**src/rtl/i2c_target.sv**
```systemverilog
// I2C target endpoint: START/STOP detection, 7-bit address match with ACK,
// MSB-first write reception and read serialization over open-drain SDA.
module i2c_target #(
  parameter logic [6:0] TARGET_ADDR = 7'h42
) (
  input  logic       clock,
  input  logic       reset,
  input  logic       scl_in,
  input  logic       sda_in,
  output logic       sda_oe,
  output logic [7:0] rx_data,
  output logic       rx_valid,
  input  logic [7:0] tx_data,
  output logic       tx_req,
  output logic       addressed,
  output logic       read_mode,
  output logic       stop_det
);

  typedef enum logic [2:0] {
    IDLE, ADDR, ADDR_ACK, WRITE, WRITE_ACK, READ, READ_ACK, IGNORE
  } state_t;

  state_t     state;
  logic [3:0] bitcnt;
  logic [7:0] shift;
  logic [7:0] tx_shift;

  logic scl_s1, scl_s2, scl_h;
  logic sda_s1, sda_s2, sda_h;

  // Two-flop synchronizers plus one history flop for edge detection
  always_ff @(posedge clock or posedge reset) begin
    if (reset) begin
      scl_s1 <= 1'b0; scl_s2 <= 1'b0; scl_h <= 1'b0;
      sda_s1 <= 1'b0; sda_s2 <= 1'b0; sda_h <= 1'b0;
    end else begin
      scl_s1 <= scl_in; scl_s2 <= scl_s1; scl_h <= scl_s2;
      sda_s1 <= sda_in; sda_s2 <= sda_s1; sda_h <= sda_s2;
    end
  end

  logic scl_rise, scl_fall, start_ev, stop_ev;

  // Bus events; SCL must be high in both the current and previous sample so
  // the synchronizers filling after reset do not look like a STOP
  always_comb begin
    scl_rise = scl_s2 & ~scl_h;
    scl_fall = ~scl_s2 & scl_h;
    start_ev = ~sda_s2 & sda_h & scl_s2 & scl_h;
    stop_ev  = sda_s2 & ~sda_h & scl_s2 & scl_h;
  end

  // Protocol FSM with registered outputs; STOP/START override bit actions
  always_ff @(posedge clock or posedge reset) begin
    if (reset) begin
      state     <= IDLE;
      bitcnt    <= '0;
      shift     <= '0;
      tx_shift  <= '0;
      sda_oe    <= 1'b0;
      rx_data   <= '0;
      rx_valid  <= 1'b0;
      tx_req    <= 1'b0;
      addressed <= 1'b0;
      read_mode <= 1'b0;
      stop_det  <= 1'b0;
    end else begin
      rx_valid <= 1'b0;
      tx_req   <= 1'b0;
      stop_det <= 1'b0;
      if (stop_ev) begin
        state     <= IDLE;
        bitcnt    <= '0;
        sda_oe    <= 1'b0;
        addressed <= 1'b0;
        stop_det  <= 1'b1;
      end else if (start_ev) begin
        state     <= ADDR;
        bitcnt    <= '0;
        sda_oe    <= 1'b0;
        addressed <= 1'b0;
      end else begin
        case (state)
          ADDR: begin
            if (scl_rise && bitcnt != 4'd8) begin
              shift  <= {shift[6:0], sda_s2};
              bitcnt <= bitcnt + 4'd1;
            end
            if (scl_fall && bitcnt == 4'd8) begin
              if (shift[7:1] == TARGET_ADDR) begin
                sda_oe    <= 1'b1;
                read_mode <= shift[0];
                addressed <= 1'b1;
                tx_req    <= shift[0];
                state     <= ADDR_ACK;
              end else begin
                state <= IGNORE;
              end
            end
          end
          ADDR_ACK: begin
            if (scl_rise && read_mode) tx_shift <= tx_data;
            if (scl_fall) begin
              bitcnt <= '0;
              if (read_mode) begin
                sda_oe <= ~tx_shift[7];
                state  <= READ;
              end else begin
                sda_oe <= 1'b0;
                state  <= WRITE;
              end
            end
          end
          WRITE: begin
            if (scl_rise && bitcnt != 4'd8) begin
              shift  <= {shift[6:0], sda_s2};
              bitcnt <= bitcnt + 4'd1;
            end
            if (scl_fall && bitcnt == 4'd8) begin
              rx_data  <= shift;
              rx_valid <= 1'b1;
              sda_oe   <= 1'b1;
              state    <= WRITE_ACK;
            end
          end
          WRITE_ACK: begin
            if (scl_fall) begin
              sda_oe <= 1'b0;
              bitcnt <= '0;
              state  <= WRITE;
            end
          end
          READ: begin
            // bitcnt counts bits already completed; MSB was driven on entry
            if (scl_fall) begin
              if (bitcnt == 4'd7) begin
                sda_oe <= 1'b0;
                tx_req <= 1'b1;
                bitcnt <= '0;
                state  <= READ_ACK;
              end else begin
                tx_shift <= {tx_shift[6:0], 1'b0};
                sda_oe   <= ~tx_shift[6];
                bitcnt   <= bitcnt + 4'd1;
              end
            end
          end
          READ_ACK: begin
            if (scl_rise) begin
              if (!sda_s2) begin
                tx_shift <= tx_data;
              end else begin
                addressed <= 1'b0;
                state     <= IGNORE;
              end
            end else if (scl_fall) begin
              sda_oe <= ~tx_shift[7];
              bitcnt <= '0;
              state  <= READ;
            end
          end
          default: ;
        endcase
      end
    end
  end

endmodule
```
**config.mk**
```make
export PLATFORM = sky130hd
export DESIGN_NAME = i2c_target
export DESIGN_NICKNAME = d
export VERILOG_FILES = /design/src/rtl/i2c_target.sv
export SDC_FILE = /design/constraint.sdc
export NUM_CORES = 1
export LEC_CHECK = 0
export ABC_AREA = 1
export BUFFER_PORTS_ARGS = -buffer_cell sky130_fd_sc_hd__buf_2
export CAP_MARGIN = 5
export CORE_UTILIZATION = 40
export CTS_BUF_LIST = sky130_fd_sc_hd__clkbuf_2 sky130_fd_sc_hd__clkbuf_4 sky130_fd_sc_hd__clkbuf_8
export DETAILED_ROUTE_END_ITERATION = 8
export SLEW_MARGIN = 5
export SYNTH_ARGS = -nofsm -noshare
export SYNTH_HDL_FRONTEND = slang
export SYNTH_SLANG_ARGS = --single-unit
export TNS_END_PERCENT = 5
```
**constraint.sdc**
```tcl
create_clock -name clock -period 2.3 [get_ports clock]
set_input_delay 0.115 -clock clock [delete_from_list [all_inputs] [get_ports clock]]
set_output_delay 0.115 -clock clock [all_outputs]
set_load 0.005 [all_outputs]
```
# After elaboration in Yosys (flattened, before gate mapping)
# Index checks and enable logic that the tools add are counted.
# classes
reduce_logical	17
n_eq_ne	29
n_mux	58
n_addsub	1
n_bitwise	16
# ops
operator	n
$ne A4 B4 Y1 const B	12
$mux W8	5
$mux W3	13
$mux W4	7
$mux W1	27
$pmux W8 S3	1
$pmux W3 S6	1
$reduce_and A9 Y1	2
$pmux W4 S4	1
$reduce_and A4 Y1	3
$ne A2 B2 Y1 const B	5
$ne A5 B5 Y1 const B	2
$reduce_and A5 Y1	2
$eq A3 B3 Y1 const B	3
$and A1 B1 Y1	8
$not A1 Y1	8
$reduce_and A8 Y1	1
$reduce_bool A8 Y1	1
$eq A7 B7 Y1 const B	1
$eq A3 B2 Y1 const B	2
$pmux W1 S6	1
$reduce_bool A6 Y1	1
$add A4 B1 Y4 const B	1
$eq A4 B3 Y1 const B	1
8 further kinds	12
# word_totals
wordCells	138
input_bits	12
reg_bits	43
output_inout_bits	14

# Longest topological paths before layout
# Gate-level depths: netlist (run 1).
# depth
depth_word	7
mapped_depth	12
ltp_nobuf	12

# Least setup slack after synthesis (run 1)
# OpenSTA, ideal clock, no wires.
# synth_timing
path_kind	register to register
startpoint	register scl_s2
endpoint	register sda_oe
path_stages_with_launch	10
setup_time_ns	0.116
n_path_buf	0
synth_period_minus_slack_ns	1.472
arrival_time_ns	1.355
t_required_ns	2.184
setup_slack_ns	0.828
cell_sequence	dfrtp_1 inv_1 ha_1 nand4_1 inv_1 nor2_2 nor2_2 nand3_1 nand2_1 nand2_1
# synth_via
elab_chain_cells	5
word_cells_on_any_way	20
cone_classes	8 x eq/ne; 2 x mux; 7 x bitwise; 3 x reduce/logical
# synth_lines
item	line_no	source
start, declared	29	logic scl_s1, scl_s2, scl_h;
start signal, assigned	38	scl_s1 <= scl_in; scl_s2 <= scl_s1; scl_h <= scl_s2;
$not A1 Y1	49	scl_fall = ~scl_s2 & scl_h;
$and A1 B1 Y1	49	
$logic_and A1 B1 Y1	90, 120	
$ne A4 B4 Y1 (no source line)	n/a	
$reduce_and A9 Y1 (no source line)	n/a	
end signal, assigned	107	sda_oe <= ~tx_shift[7];
end signal, assigned	144	sda_oe <= ~tx_shift[6];
end signal, assigned	158	sda_oe <= ~tx_shift[7];
end, declared	10	output logic sda_oe,
# Several ways; a longest one is shown, not always the timed one.
# A chain may end at the register's enable or synchronous reset.

# Final worst setup path (run 1)
# layout_timing
startpoint	register state[2]
endpoint	register state[1]
# layout_via
elab_chain_cells	4
word_cells_on_any_way	19
cone_classes	14 x eq/ne; 3 x mux; 2 x reduce/logical
# layout_lines
item	line_no	source
start, declared	24	state_t state;
start signal, assigned	57	state <= IDLE;
start signal, assigned	73	state <= IDLE;
start signal, assigned	79	state <= ADDR;
$eq A3 B3 Y1 (tied with other cells)	84	case (state)
$pmux W3 S6	84	
$mux W3	78	end else if (start_ev) begin
$mux W3	72	if (stop_ev) begin
# Several ways; a longest one is shown, not always the timed one.

==> reports/summary.json, run 1 <==
{
  "drt-vias-per-instance": {"value": 4.879},
  "clock-root-buffer": {"value": "clkbuf_8"},
  "critical-path-top-cell-by-count": {"value": "nand2_1"},
  "cts_setup_buffers": {"value": 0},
  "wire_per_inst": {"value": 12.05, "unit": "µm"},
  "drtAntennaViolNets": {"value": 0},
  "combinational_family_with_the_most_area_after_synthesis": {"value": "simple AND/OR/NAND/NOR gates"},
  "count_of_standard_cell_rows": {"value": 27},
  "start_util": {"value": 0.4234},
  "seq_area_frac_synth": {"value": 0.4505},
  "cts.hold.buffers_added": {"value": 3},
  "end_kind": {"value": "register"},
  "setup_tns": {"value": 0, "unit": "ps"},
  "cts_htree_levels": {"value": 2},
  "max-vdd-ir-drop": {"value": 0.5475, "unit": "mV"},
  "total_drc_errors_in_the_routed_layout": {"value": 0},
  "syn_nets": {"value": 334},
  "worst_ep_required_time": {"value": 2540, "unit": "ps"},
  "area.growth.synth_to_final": {"value": 13.46, "unit": "%"},
  "fillCellCount": {"value": 573},
  "core_area": {"value": 0.005642, "unit": "mm²"},
  "ctsResizeCount": {"value": 0},
  "synthesis.yosys.warnings": {"value": 0},
  "timing.fmax": {"value": 0.5202, "unit": "GHz"},
  "grt_util_all_layers": {"value": 0.1787},
  "postSynthRegisterBits": {"value": 43},
  "wirelength": {"value": 5.073, "unit": "mm"},
  "max_cap_viol_count": {"value": 0},
  "synth_area_per_cell": {"value": 7.511, "unit": "µm²"},
  "power_per_cell_area": {"value": 1160, "unit": "mW/mm²"},
  "num_antenna_cells": {"value": 0},
  "cts.sink_count": {"value": 43},
  "post_synth_and_or_nand_nor_area_fraction": {"value": 0.3504},
  "crit_slowest_cell": {"value": "dfrtp_1"},
  "pin_count_of_the_biggest_net_entering_global_routing": {"value": 44},
  "clk_pin_slew_worst_paths": {"value": 80, "unit": "ps"},
  "cp-startpoint": {"value": "state[2]"},
  "syn_area": {"value": 0.002389, "unit": "mm²"},
  "report.final.hold_viol_count": {"value": 0},
  "boundaryPins": {"value": 26},
  "crit_path_max_fanout": {"value": 15},
  "worstPathArrival": {"value": 2160, "unit": "ps"},
  "run_status": {"value": "completed"},
  "hp-start": {"value": "tx_data[0]"},
  "maxSlewViolCount": {"value": 0},
  "regToRegStartpoint": {"value": "state[2]"},
  "grt_pass1_vias": {"value": 1896},
  "timing.hold.worst.class": {"value": "primary input to register"},
  "vias": {"value": 2054},
  "dieWidth": {"value": 79.28, "unit": "µm"},
  "cts_max_path_buffers": {"value": 2},
  "layout.cells.most_common_list": {"value": "nand2_1, dfrtp_1, inv_1, nand3_1, nor2_1"},
  "synth.mux.area_fraction": {"value": 0},
  "grt.overflow.total": {"value": 0},
  "grt_pass1_wl": {"value": 8.652, "unit": "mm"},
  "timing.final.crit_period": {"value": 1922, "unit": "ps"},
  "slowest_delay": {"value": 650, "unit": "ps"},
  "synth_compound_gate_area_share": {"value": 0.08905},
  "start_kind": {"value": "register"},
  "tritoncts.num_buffers": {"value": 5},
  "post_synth_num_cell_types": {"value": 25},
  "max_slew.worst_pin.slew": {"value": 532.6, "unit": "ps"},
  "detailedRoute.firstIterationViolations": {"value": 135},
  "finish.cell_count_without_fillers": {"value": 421},
  "placed_cells": {"value": 410},
  "nets": {"value": 364},
  "layout.cells.most_common": {"value": "nand2_1"},
  "cts_tree": {"value": "yes"},
  "setup-violations-final": {"value": 0},
  "detail_route.first_pass.iterations": {"value": 4},
  "die_area": {"value": 0.006285, "unit": "mm²"},
  "layout-drive-gt1-share": {"value": 0.1834},
  "antenna_found_initial": {"value": 0},
  "finalClockSkew": {"value": 3.565, "unit": "ps"},
  "clk_latency": {"value": 300, "unit": "ps"},
  "rsz0062_at_grt": {"value": "no"},
  "count_of_mapped_cells_out_of_synthesis": {"value": 318},
  "place_congestion": {"value": 0.9144},
  "post_synthesis_adder_cell_area_fraction": {"value": 0.02095},
  "critical_path_class": {"value": "register to register"},
  "power.static_leakage": {"value": 1.434, "unit": "nW"},
  "hpwlAfterDp": {"value": 3.738, "unit": "mm"},
  "crit_path_cell_trace": {"value": "nand3_2 -> inv_2 -> nand2_1 -> nand2_1 -> nand2_1 -> nand2_2 -> nor2_4 -> nand2_2 -> nand2_1 -> nand2_1"},
  "synth_xor_area_frac": {"value": 0.003667},
  "slew_headroom": {"value": 0.6450},
  "floorplan.die.height": {"value": 79.28, "unit": "µm"},
  "final_min_period_over_clock_period": {"value": 0.8359},
  "fin_hold_ws": {"value": 82.86, "unit": "ps"},
  "placement.io_buffers": {"value": 25}
}
==> Yosys cell counts (all sizes together) <==
library cell  instances  share of area
xor2                  1         0.0037
nand2               106           0.17
o21ai                33          0.075
a21oi                 5          0.010
nor2                 35          0.072
dfrtp                43           0.45
nand4                 6          0.016
clkbuf                1         0.0016
ha                    4          0.021
o211ai                1         0.0031
inv                  42          0.067
nor3                  4         0.0084
buf                   5          0.017
nand3                32          0.081
==> state kept, by name, indices dropped and copies added (netlist names), 3 cells and up <==
| register | count |
|---|---|
| bitcnt | 4 |
| tx_shift | 8 |
| rx_data | 8 |
| shift | 8 |
| state | 3 |
==> worst paths after layout <==
kind	slack, ps	cells past startpoint	to
setup / recovery	380	10	state[1]
hold / removal	80	3	tx_shift[0]
setup reg to reg	380	10	state[1]
hold reg to reg	360	0	sda_s2
max in group asynchronous	1450	4	state[0]
min in group asynchronous	490	4	addressed
==> layer usage <==
layer  up-vias  GRT usage  part of all wire  routed length (µm)
li1       1076          -                 -                   -
met3         6    0.03103             0.044                 225
met4         0    0.06545             0.014                  70
met5         -          0                 0                   0
met2        42     0.2810              0.45                2268
met1       930     0.2458              0.49                2508
==> kinds of logic (layout without fill, tap and decap cells) <==
family | after synthesis | after routing
flops | 43 | 43
compound gates | 39 | 39
buf+inv | 48 | 79
fa+ha+maj | 4 | 4
simple gates | 183 | 183
xor+xnor | 1 | 1
==> metrics by stage <==
step / setup WS, ps / util / area, µm² / total power [W]
4_1_cts: 389.8 / 0.4804 / 2710 / 0.003170
2_1_floorplan: 828.2 / - / 2389 / 0.002281
3_3_place_gp: 414.7 / 0.4551 / 2567 / 0.002555
6_report: 377.5 / 0.4804 / 2710 / 0.003143
5_1_grt: 217.2 / 0.4804 / 2710 / 0.003428
3_5_place_dp: 425.4 / 0.4551 / 2567 / 0.002562
==> where the power goes <==
group          switching, W  internal, W  total [W]
registers          0.000202     0.000946    0.00115
clock network      0.000266     0.000323   0.000589
logic              0.000912     0.000494    0.00141
total               0.00138      0.00176    0.00314
==> final cells by class <==
cell class | instances | area (µm²) | area share
multi-input cells | 227 | 1109 | 0.4090
inverters | 42 | 160.2 | 0.05910
well taps | 72 | 90.09 | 0.03324
flip-flops and latches | 43 | 1076 | 0.3970
repair buffers | 29 | 162.7 | 0.06002
clock buffers | 5 | 68.82 | 0.02539
clock inverters | 3 | 43.79 | 0.01616
==> worst max-delay path, delay by kind of cell (launching register included) <==
kind / cells / cell delay [ps]
AND/OR/NAND/NOR: 9 / 960
flip-flops: 1 / 650
buffers and inverters: 1 / 240
(Power assumes the default switching activity.)
==> inputs of run 2 (changes only) <==
Settings changed: ABC_AREA 1 to 0.
Clock period 2.3 ns to 1.7 ns, I/O delays scaled along.
==> reports/summary.json, run 2 <==
{
  "run_status": {"value": "complete, but fails checks"},
  "violated_checks": {"value": "negative setup slack"},
  "syn_nets": {"value": 218, "change": "-35%"},
  "fillCellCount": {"value": 474, "change": "-17%"},
  "dieWidth": {"value": 74.84, "unit": "µm", "change": "-5.6%"},
  "drtAntennaViolNets": {"value": 0, "change": "unchanged"},
  "total_placed_instance_area": {"value": 0.002606, "unit": "mm²", "change": "+1.5%"},
  "timing.fmax": {"value": 0.5179, "unit": "GHz", "change": "-0.44%"},
  "start_kind": {"value": "register"},
  "grt_util_all_layers": {"value": 0.1794, "change": "+0.0006957"},
  "crit_path_cell_trace": {"value": "or4_4 -> or3_4 -> nor3_4 -> nand2_2 -> mux2_4"},
  "cts_setup_buffers": {"value": 0, "change": "unchanged"},
  "boundaryPins": {"value": 26, "change": "unchanged"},
  "count_of_mapped_cells_out_of_synthesis": {"value": 202, "change": "-36%"},
  "wire_per_inst": {"value": 13.44, "unit": "µm", "change": "+12%"},
  "power.static_leakage": {"value": 1.382, "unit": "nW", "change": "-3.6%"},
  "critical_path.n_buffers_inverters": {"value": 0, "change": "-1"},
  "pin_count_of_the_biggest_net_entering_global_routing": {"value": 21, "change": "-52%"},
  "max_cap_viol_count": {"value": 0, "change": "unchanged"},
  "main_area_contributors_after_synthesis": {"value": "dfrtp_1, mux2_2, a21oi_1"},
  "tritoncts.num_buffers": {"value": 5, "change": "unchanged"},
  "regArea": {"value": 0.001076, "unit": "mm²", "change": "unchanged"},
  "critical_path_class": {"value": "register to register"},
  "layout_setup_ws": {"value": -231.0, "unit": "ps", "change": "-608.6 ps"},
  "synth_area_per_cell": {"value": 10.51, "unit": "µm²", "change": "+40%"},
  "timing.final.crit_period": {"value": 1931, "unit": "ps", "change": "+8.557 ps"},
  "placed_cells": {"value": 328, "change": "-20%"},
  "rsz0062_at_grt": {"value": "yes"},
  "grt_pass1_wl": {"value": 7.362, "unit": "mm", "change": "-15%"},
  "power.combinational.fraction": {"value": 0.440, "change": "-0.007"},
  "cts_tree": {"value": "yes"},
  "synth_enable_flop_cells": {"value": 0, "change": "unchanged"},
  "layout-drive-gt1-share": {"value": 0.3993, "change": "+0.2159"},
  "antenna_found_initial": {"value": 0, "change": "unchanged"},
  "max-vdd-ir-drop": {"value": 0.8452, "unit": "mV", "change": "+54%"},
  "count_of_standard_cell_rows": {"value": 26, "change": "-3.7%"},
  "postSynthRegisterBits": {"value": 43, "change": "unchanged"},
  "post_synth_num_cell_types": {"value": 42, "change": "+68%"},
  "total_drc_errors_in_the_routed_layout": {"value": 0, "change": "unchanged"},
  "detail_route.first_pass.iterations": {"value": 4, "change": "unchanged"},
  "dominantRegCellSynth": {"value": "dfrtp_1"},
  "switching_power": {"value": 0.001291, "unit": "W", "change": "-6.5%"},
  "placement.io_buffers": {"value": 25, "change": "unchanged"},
  "wirelength": {"value": 4.543, "unit": "mm", "change": "-10%"},
  "seq_area_frac_synth": {"value": 0.5071, "change": "+0.05658"},
  "place_congestion": {"value": 0.8256, "change": "-9.7%"},
  "synth.most_common_cell": {"value": "dfrtp_1"},
  "cts_htree_levels": {"value": 2, "change": "unchanged"},
  "regToRegStartpoint": {"value": "shift[5]"},
  "report.final.hold_viol_count": {"value": 0, "change": "unchanged"},
  "synthesis.yosys.warnings": {"value": 0, "change": "unchanged"},
  "yosys-top-cells-count": {"value": "dfrtp_1, mux2_2, nand2_1, nor2_1, a21oi_1"},
  "syn_area": {"value": 0.002122, "unit": "mm²", "change": "-11%"},
  "power.sequential.fraction": {"value": 0.380, "change": "+0.015"},
  "slowest_delay": {"value": 530, "unit": "ps", "change": "-120 ps"},
  "max_slew.worst_pin.slew": {"value": 691.4, "unit": "ps", "change": "+158.9 ps"},
  "die_area": {"value": 0.005600, "unit": "mm²", "change": "-11%"},
  "worst_ep_required_time": {"value": 1880, "unit": "ps", "change": "-660 ps"},
  "slew_headroom": {"value": 0.5362, "change": "-0.1088"},
  "floorplan.die.height": {"value": 74.84, "unit": "µm", "change": "-5.6%"},
  "start_util": {"value": 0.4155, "change": "-0.007893"},
  "reg_top3": {"value": "rx_data: 8 flops, shift: 8 flops, tx_shift: 8 flops"},
  "drt-vias-per-instance": {"value": 4.959, "change": "+1.6%"},
  "crit_slowest_cell": {"value": "or4_4"},
  "internal_power": {"value": 0.002412, "unit": "W", "change": "+37%"},
  "cts_max_path_buffers": {"value": 2, "change": "unchanged"},
  "cts.sink_count": {"value": 43, "change": "unchanged"},
  "p_sw_frac": {"value": 0.3486, "change": "-0.09050"},
  "setup-violations-final": {"value": 18, "change": "+18"},
  "detailedRoute.firstIterationViolations": {"value": 75, "change": "-44%"},
  "maxSlewViolCount": {"value": 0, "change": "unchanged"},
  "timing.hold.worst.class": {"value": "primary input to register"},
  "hp-start": {"value": "tx_data[0]"},
  "final_min_period_over_clock_period": {"value": 1.136, "change": "+0.3000"},
  "layout.cells.most_common_list": {"value": "dfrtp_1, buf_4, buf_2, mux2_2, nand2_1"},
  "core_area": {"value": 0.005107, "unit": "mm²", "change": "-9.5%"},
  "num_antenna_cells": {"value": 0, "change": "unchanged"},
  "clk_pin_slew_worst_paths": {"value": 80, "unit": "ps", "change": "about the same"},
  "ys_async_sr_fraction": {"value": 1.000, "change": "unchanged"},
  "finish.cell_count_without_fillers": {"value": 338, "change": "-20%"},
  "finalInstanceArea": {"value": 0.002784, "unit": "mm²", "change": "+2.7%"},
  "area.growth.synth_to_final": {"value": 31.19, "unit": "%"},
  "clk_latency": {"value": 290, "unit": "ps", "change": "about the same"},
  "power_per_cell_area": {"value": 1330, "unit": "mW/mm²", "change": "+15%"},
  "power": {"value": 0.003703, "unit": "W", "change": "+18%"},
  "clock_power_share": {"value": 0.181, "change": "-0.006"},
  "grt_pass1_vias": {"value": 1521, "change": "-20%"},
  "netlist.top_cell.by_area": {"value": "dfrtp_1"},
  "layout.cells.most_common": {"value": "dfrtp_1"},
  "vias": {"value": 1676, "change": "-18%"},
  "end_kind": {"value": "register"},
  "cp_top_family": {"value": "simple AND/OR/NAND/NOR gates"},
  "worstPathArrival": {"value": 2110, "unit": "ps", "change": "-50 ps"},
  "grt.overflow.total": {"value": 0, "change": "unchanged"},
  "cp-startpoint": {"value": "shift[5]"},
  "synth.top_cell.area_share": {"value": 0.5071, "change": "+0.05658"},
  "nets": {"value": 284, "change": "-22%"},
  "finalClockSkew": {"value": 1.970, "unit": "ps", "change": "-1.596 ps"},
  "hpwlAfterDp": {"value": 3.376, "unit": "mm", "change": "-9.7%"},
  "clock-root-buffer": {"value": "clkbuf_8"},
  "crit_path_max_fanout": {"value": 6, "change": "-9"},
  "multiInputGateArea": {"value": 0.001008, "unit": "mm²", "change": "-9.0%"}
}
run 2: cell families after synthesis:
| kind of cell | after synthesis | share of synthesized area |
|---|---|---|
| AND/OR/NAND/NOR | 62 | 0.1515 |
| AO/OA/AOI/OAI | 47 | 0.1421 |
| flip-flops | 43 | 0.5071 |
| multiplexers | 25 | 0.1309 |
| buffers and inverters | 20 | 0.04068 |
| adder cells (fa/ha/maj) | 4 | 0.02359 |
| XOR/XNOR | 1 | 0.004128 |
run 2: timing repair:
action                     in CTS  in global routing
pin swaps                       7                  6
hold endpoints to repair       20                  0
setup endpoints to repair      29                 35
hold buffers                    3                  0
resized for setup              14                  4
run 2: through the flow:
stage	util	setup WS, ps	hold slack (ps)	setup TNS, ps
floorplan	-	-262.2	116.4	-4552
global placement	0.5103	-296.8	139.7	-2947
detailed placement	0.5103	-346.0	140.5	-3707
CTS	0.5426	-277.3	15.47	-1562
global route	0.5451	-289.7	56.11	-4373
finish	0.5451	-231.0	22.14	-1423
run 2: final timing paths:
check | depth (start not counted) | slack (ps) | end
max reg2reg | 5 | -230 | read_mode
min | 3 | 20 | tx_shift[0]
min reg2reg | 0 | 360 | sda_s2
max | 5 | -230 | read_mode
max in group asynchronous | 4 | 750 | stop_det
min in group asynchronous | 3 | 350 | bitcnt[1]
run 2: power groups by stage:
| stage | Sequential [W] | Clock, W | Combinational [W] |
|---|---|---|---|
| 4_1_cts | 0.00140 | 0.000701 | 0.00161 |
| 5_1_grt | 0.00144 | 0.000732 | 0.00181 |
| 6_report | 0.00141 | 0.000668 | 0.00163 |
| 3_3_place_gp | 0.00142 | 0 | 0.00153 |
| 2_1_floorplan | 0.00136 | 0 | 0.00102 |
| 3_5_place_dp | 0.00142 | 0 | 0.00156 |
run 2: cell type report:
class	instances	area share
sequential	43	0.3865
tap	70	0.03146
clock buffer	6	0.02966
inverter	10	0.01348
clock inverter	1	0.003146
multi-input combinational	139	0.3622
timing repair buffer	69	0.1735
run 2: routing by layer:
metal	global-route usage	routed length [µm]	vias to the layer above
li1	-	-	845
met1	0.2629	2375	806
met2	0.2613	1995	19
met3	0.04016	94	6
met4	0.06289	77	0
met5	0	0	-
run 2: worst register-to-register path, cell delays in order (launching register included):
cell and delay, ps:
dfrtp_1 380, or4_4 530, or3_4 390, nor3_4 160, nand2_2 70, mux2_4 290
==> inputs of run 3 (changes only) <==
Clock period 1.7 ns to 2.4 ns, I/O delays scaled along.
==> reports/summary.json, run 3 (synthesis gave the netlist of run 2 again) <==
{
  "run_status": {"value": "completed"},
  "max_cap_viol_count": {"value": 0, "change": "unchanged"},
  "finalInstanceArea": {"value": 0.002465, "unit": "mm²", "change": "-11%"},
  "timing.fmax": {"value": 0.4625, "unit": "GHz", "change": "-11%"},
  "setup_tns": {"value": 0, "unit": "ps", "change": "+1423 ps"},
  "end_kind": {"value": "register"},
  "max-vdd-ir-drop": {"value": 0.4719, "unit": "mV", "change": "-44%"},
  "slowest_delay": {"value": 550, "unit": "ps", "change": "+20 ps"},
  "reg_top3": {"value": "rx_data: 8 flops, shift: 8 flops, tx_shift: 8 flops"},
  "boundaryPins": {"value": 26, "change": "unchanged"},
  "report.final.hold_viol_count": {"value": 0, "change": "unchanged"},
  "cts_htree_levels": {"value": 2, "change": "unchanged"},
  "finalClockSkew": {"value": 6.899, "unit": "ps", "change": "+4.929 ps"},
  "grt_pass1_vias": {"value": 1428, "change": "-6.1%"},
  "detail_route.first_pass.iterations": {"value": 4, "change": "unchanged"},
  "vias": {"value": 1519, "change": "-9.4%"},
  "total_drc_errors_in_the_routed_layout": {"value": 0, "change": "unchanged"},
  "start_kind": {"value": "register"},
  "tritoncts.num_buffers": {"value": 5, "change": "unchanged"},
  "clk_pin_slew_worst_paths": {"value": 80, "unit": "ps", "change": "about the same"},
  "cts_max_path_buffers": {"value": 2, "change": "unchanged"},
  "power_per_cell_area": {"value": 954.1, "unit": "mW/mm²", "change": "-28%"},
  "floorplan.die.height": {"value": 74.84, "unit": "µm", "change": "unchanged"},
  "drtAntennaViolNets": {"value": 0, "change": "unchanged"},
  "grt.overflow.total": {"value": 0, "change": "unchanged"},
  "wire_per_inst": {"value": 12.84, "unit": "µm", "change": "-4.5%"},
  "power": {"value": 0.002352, "unit": "W", "change": "-36%"},
  "antenna_found_initial": {"value": 0, "change": "unchanged"},
  "slew_headroom": {"value": 0.6495, "change": "+0.1133"},
  "setup-violations-final": {"value": 0, "change": "-18"},
  "count_of_standard_cell_rows": {"value": 26, "change": "unchanged"},
  "power.static_leakage": {"value": 1.205, "unit": "nW", "change": "-13%"},
  "hpwlAfterDp": {"value": 2.825, "unit": "mm", "change": "-16%"},
  "detailedRoute.firstIterationViolations": {"value": 72, "change": "-4.0%"},
  "clk_latency": {"value": 290, "unit": "ps", "change": "about the same"},
  "cp_top_family": {"value": "simple AND/OR/NAND/NOR gates"},
  "layout.cells.most_common": {"value": "dfrtp_1"},
  "maxSlewViolCount": {"value": 0, "change": "unchanged"},
  "crit_slowest_cell": {"value": "or4_1"},
  "num_antenna_cells": {"value": 0, "change": "unchanged"},
  "fin_hold_ws": {"value": 57.96, "unit": "ps", "change": "+35.82 ps"},
  "final_min_period_over_clock_period": {"value": 0.9008, "change": "-0.2351"},
  "cts_setup_buffers": {"value": 0, "change": "unchanged"},
  "post-route-util": {"value": 0.4826, "change": "-0.06247"},
  "place_congestion": {"value": 0.8328, "change": "+0.87%"},
  "grt_util_all_layers": {"value": 0.1550, "change": "-0.02438"},
  "crit_path_cell_trace": {"value": "or4_1 -> or3_1 -> nor3_4 -> nand2_2 -> mux2_4"},
  "die_area": {"value": 0.005600, "unit": "mm²", "change": "unchanged"},
  "crit_path_max_fanout": {"value": 6, "change": "unchanged"},
  "timing.final.crit_period": {"value": 2162, "unit": "ps", "change": "+230.9 ps"},
  "area.growth.synth_to_final": {"value": 16.16, "unit": "%"},
  "cts_tree": {"value": "yes"},
  "clock-root-buffer": {"value": "clkbuf_8"},
  "layout.cells.most_common_list": {"value": "dfrtp_1, buf_2, nand2_1, mux2_2, nor2_1"},
  "nets": {"value": 250, "change": "-12%"},
  "start_util": {"value": 0.4155, "change": "unchanged"},
  "timing.hold.worst.class": {"value": "primary input to register"},
  "critical_path.n_buffers_inverters": {"value": 0, "change": "unchanged"},
  "critical_path_class": {"value": "register to register"},
  "cts.sink_count": {"value": 43, "change": "unchanged"},
  "drt-vias-per-instance": {"value": 4.980, "change": "+0.44%"},
  "worst_ep_required_time": {"value": 2590, "unit": "ps", "change": "+710 ps"},
  "pin_count_of_the_biggest_net_entering_global_routing": {"value": 44, "change": "+110%"},
  "total_placed_instance_area": {"value": 0.002338, "unit": "mm²", "change": "-10%"},
  "rsz0062_at_grt": {"value": "no"},
  "core_area": {"value": 0.005107, "unit": "mm²", "change": "unchanged"},
  "wirelength": {"value": 3.915, "unit": "mm", "change": "-14%"},
  "layout-drive-gt1-share": {"value": 0.2681, "change": "-0.1312"},
  "worstPathArrival": {"value": 2350, "unit": "ps", "change": "+240 ps"},
  "placement.io_buffers": {"value": 25, "change": "unchanged"},
  "dieWidth": {"value": 74.84, "unit": "µm", "change": "unchanged"},
  "ctsResizeCount": {"value": 0, "change": "-14"},
  "grt_pass1_wl": {"value": 6.506, "unit": "mm", "change": "-12%"},
  "max_slew.worst_pin.slew": {"value": 525.7, "unit": "ps", "change": "-165.7 ps"}
}
-- run 3: final timing paths --
check	startpoint	end	slack (ps)	depth (start not counted)
setup / recovery	shift[1]	read_mode	240	5
hold / removal	tx_data[0]	tx_shift[0]	60	3
setup reg to reg	shift[1]	read_mode	240	5
hold reg to reg	scl_s1	scl_s2	350	0
max in group asynchronous	reset	state[1]	1540	4
min in group asynchronous	reset	bitcnt[1]	490	4
-- run 3: per-stage QoR --
step | cells | setup slack [ps]
2_1_floorplan | 202 | 343.4
3_3_place_gp | 294 | 267.7
3_5_place_dp | 294 | 244.4
4_1_cts | 305 | 235.7
5_1_grt | 305 | 140.8
6_report | 305 | 238.1
-- run 3: routing by layer --
layer | GRT usage | wire, µm | up-vias
met4 | 0.05660 | 63 | 0
met3 | 0.03614 | 76 | 6
met1 | 0.2261 | 1992 | 715
met2 | 0.2252 | 1783 | 15
met5 | 0 | 0 | -
li1 | - | - | 783
-- run 3: where the power goes --
group	internal, W	switching [W]	total [W]
clock network	0.000235	0.000248	0.000483
registers	0.000873	0.000185	0.00106
logic	0.000401	0.000410	0.000811
total	0.00151	0.000842	0.00235
-- run 3: cell type report --
class	instances	area (µm²)
clock buffer	6	82.58
clock inverter	2	13.76
fill	485	2643
inverter	10	37.54
multi-input combinational	139	959.7
sequential	43	1076
tap	70	87.58
timing repair buffer	35	207.7
-- run 3: what timing repair did --
item	in CTS	in global routing
setup endpoints to repair	0	0
endpoints found under the hold margin	45	0
hold buffers	3	0
-- run 3: worst register-to-register path: stages (launching register included) --
cell and delay, ps:
dfrtp_1 400, or4_1 560, or3_1 490, nor3_4 240, nand2_2 80, mux2_4 300
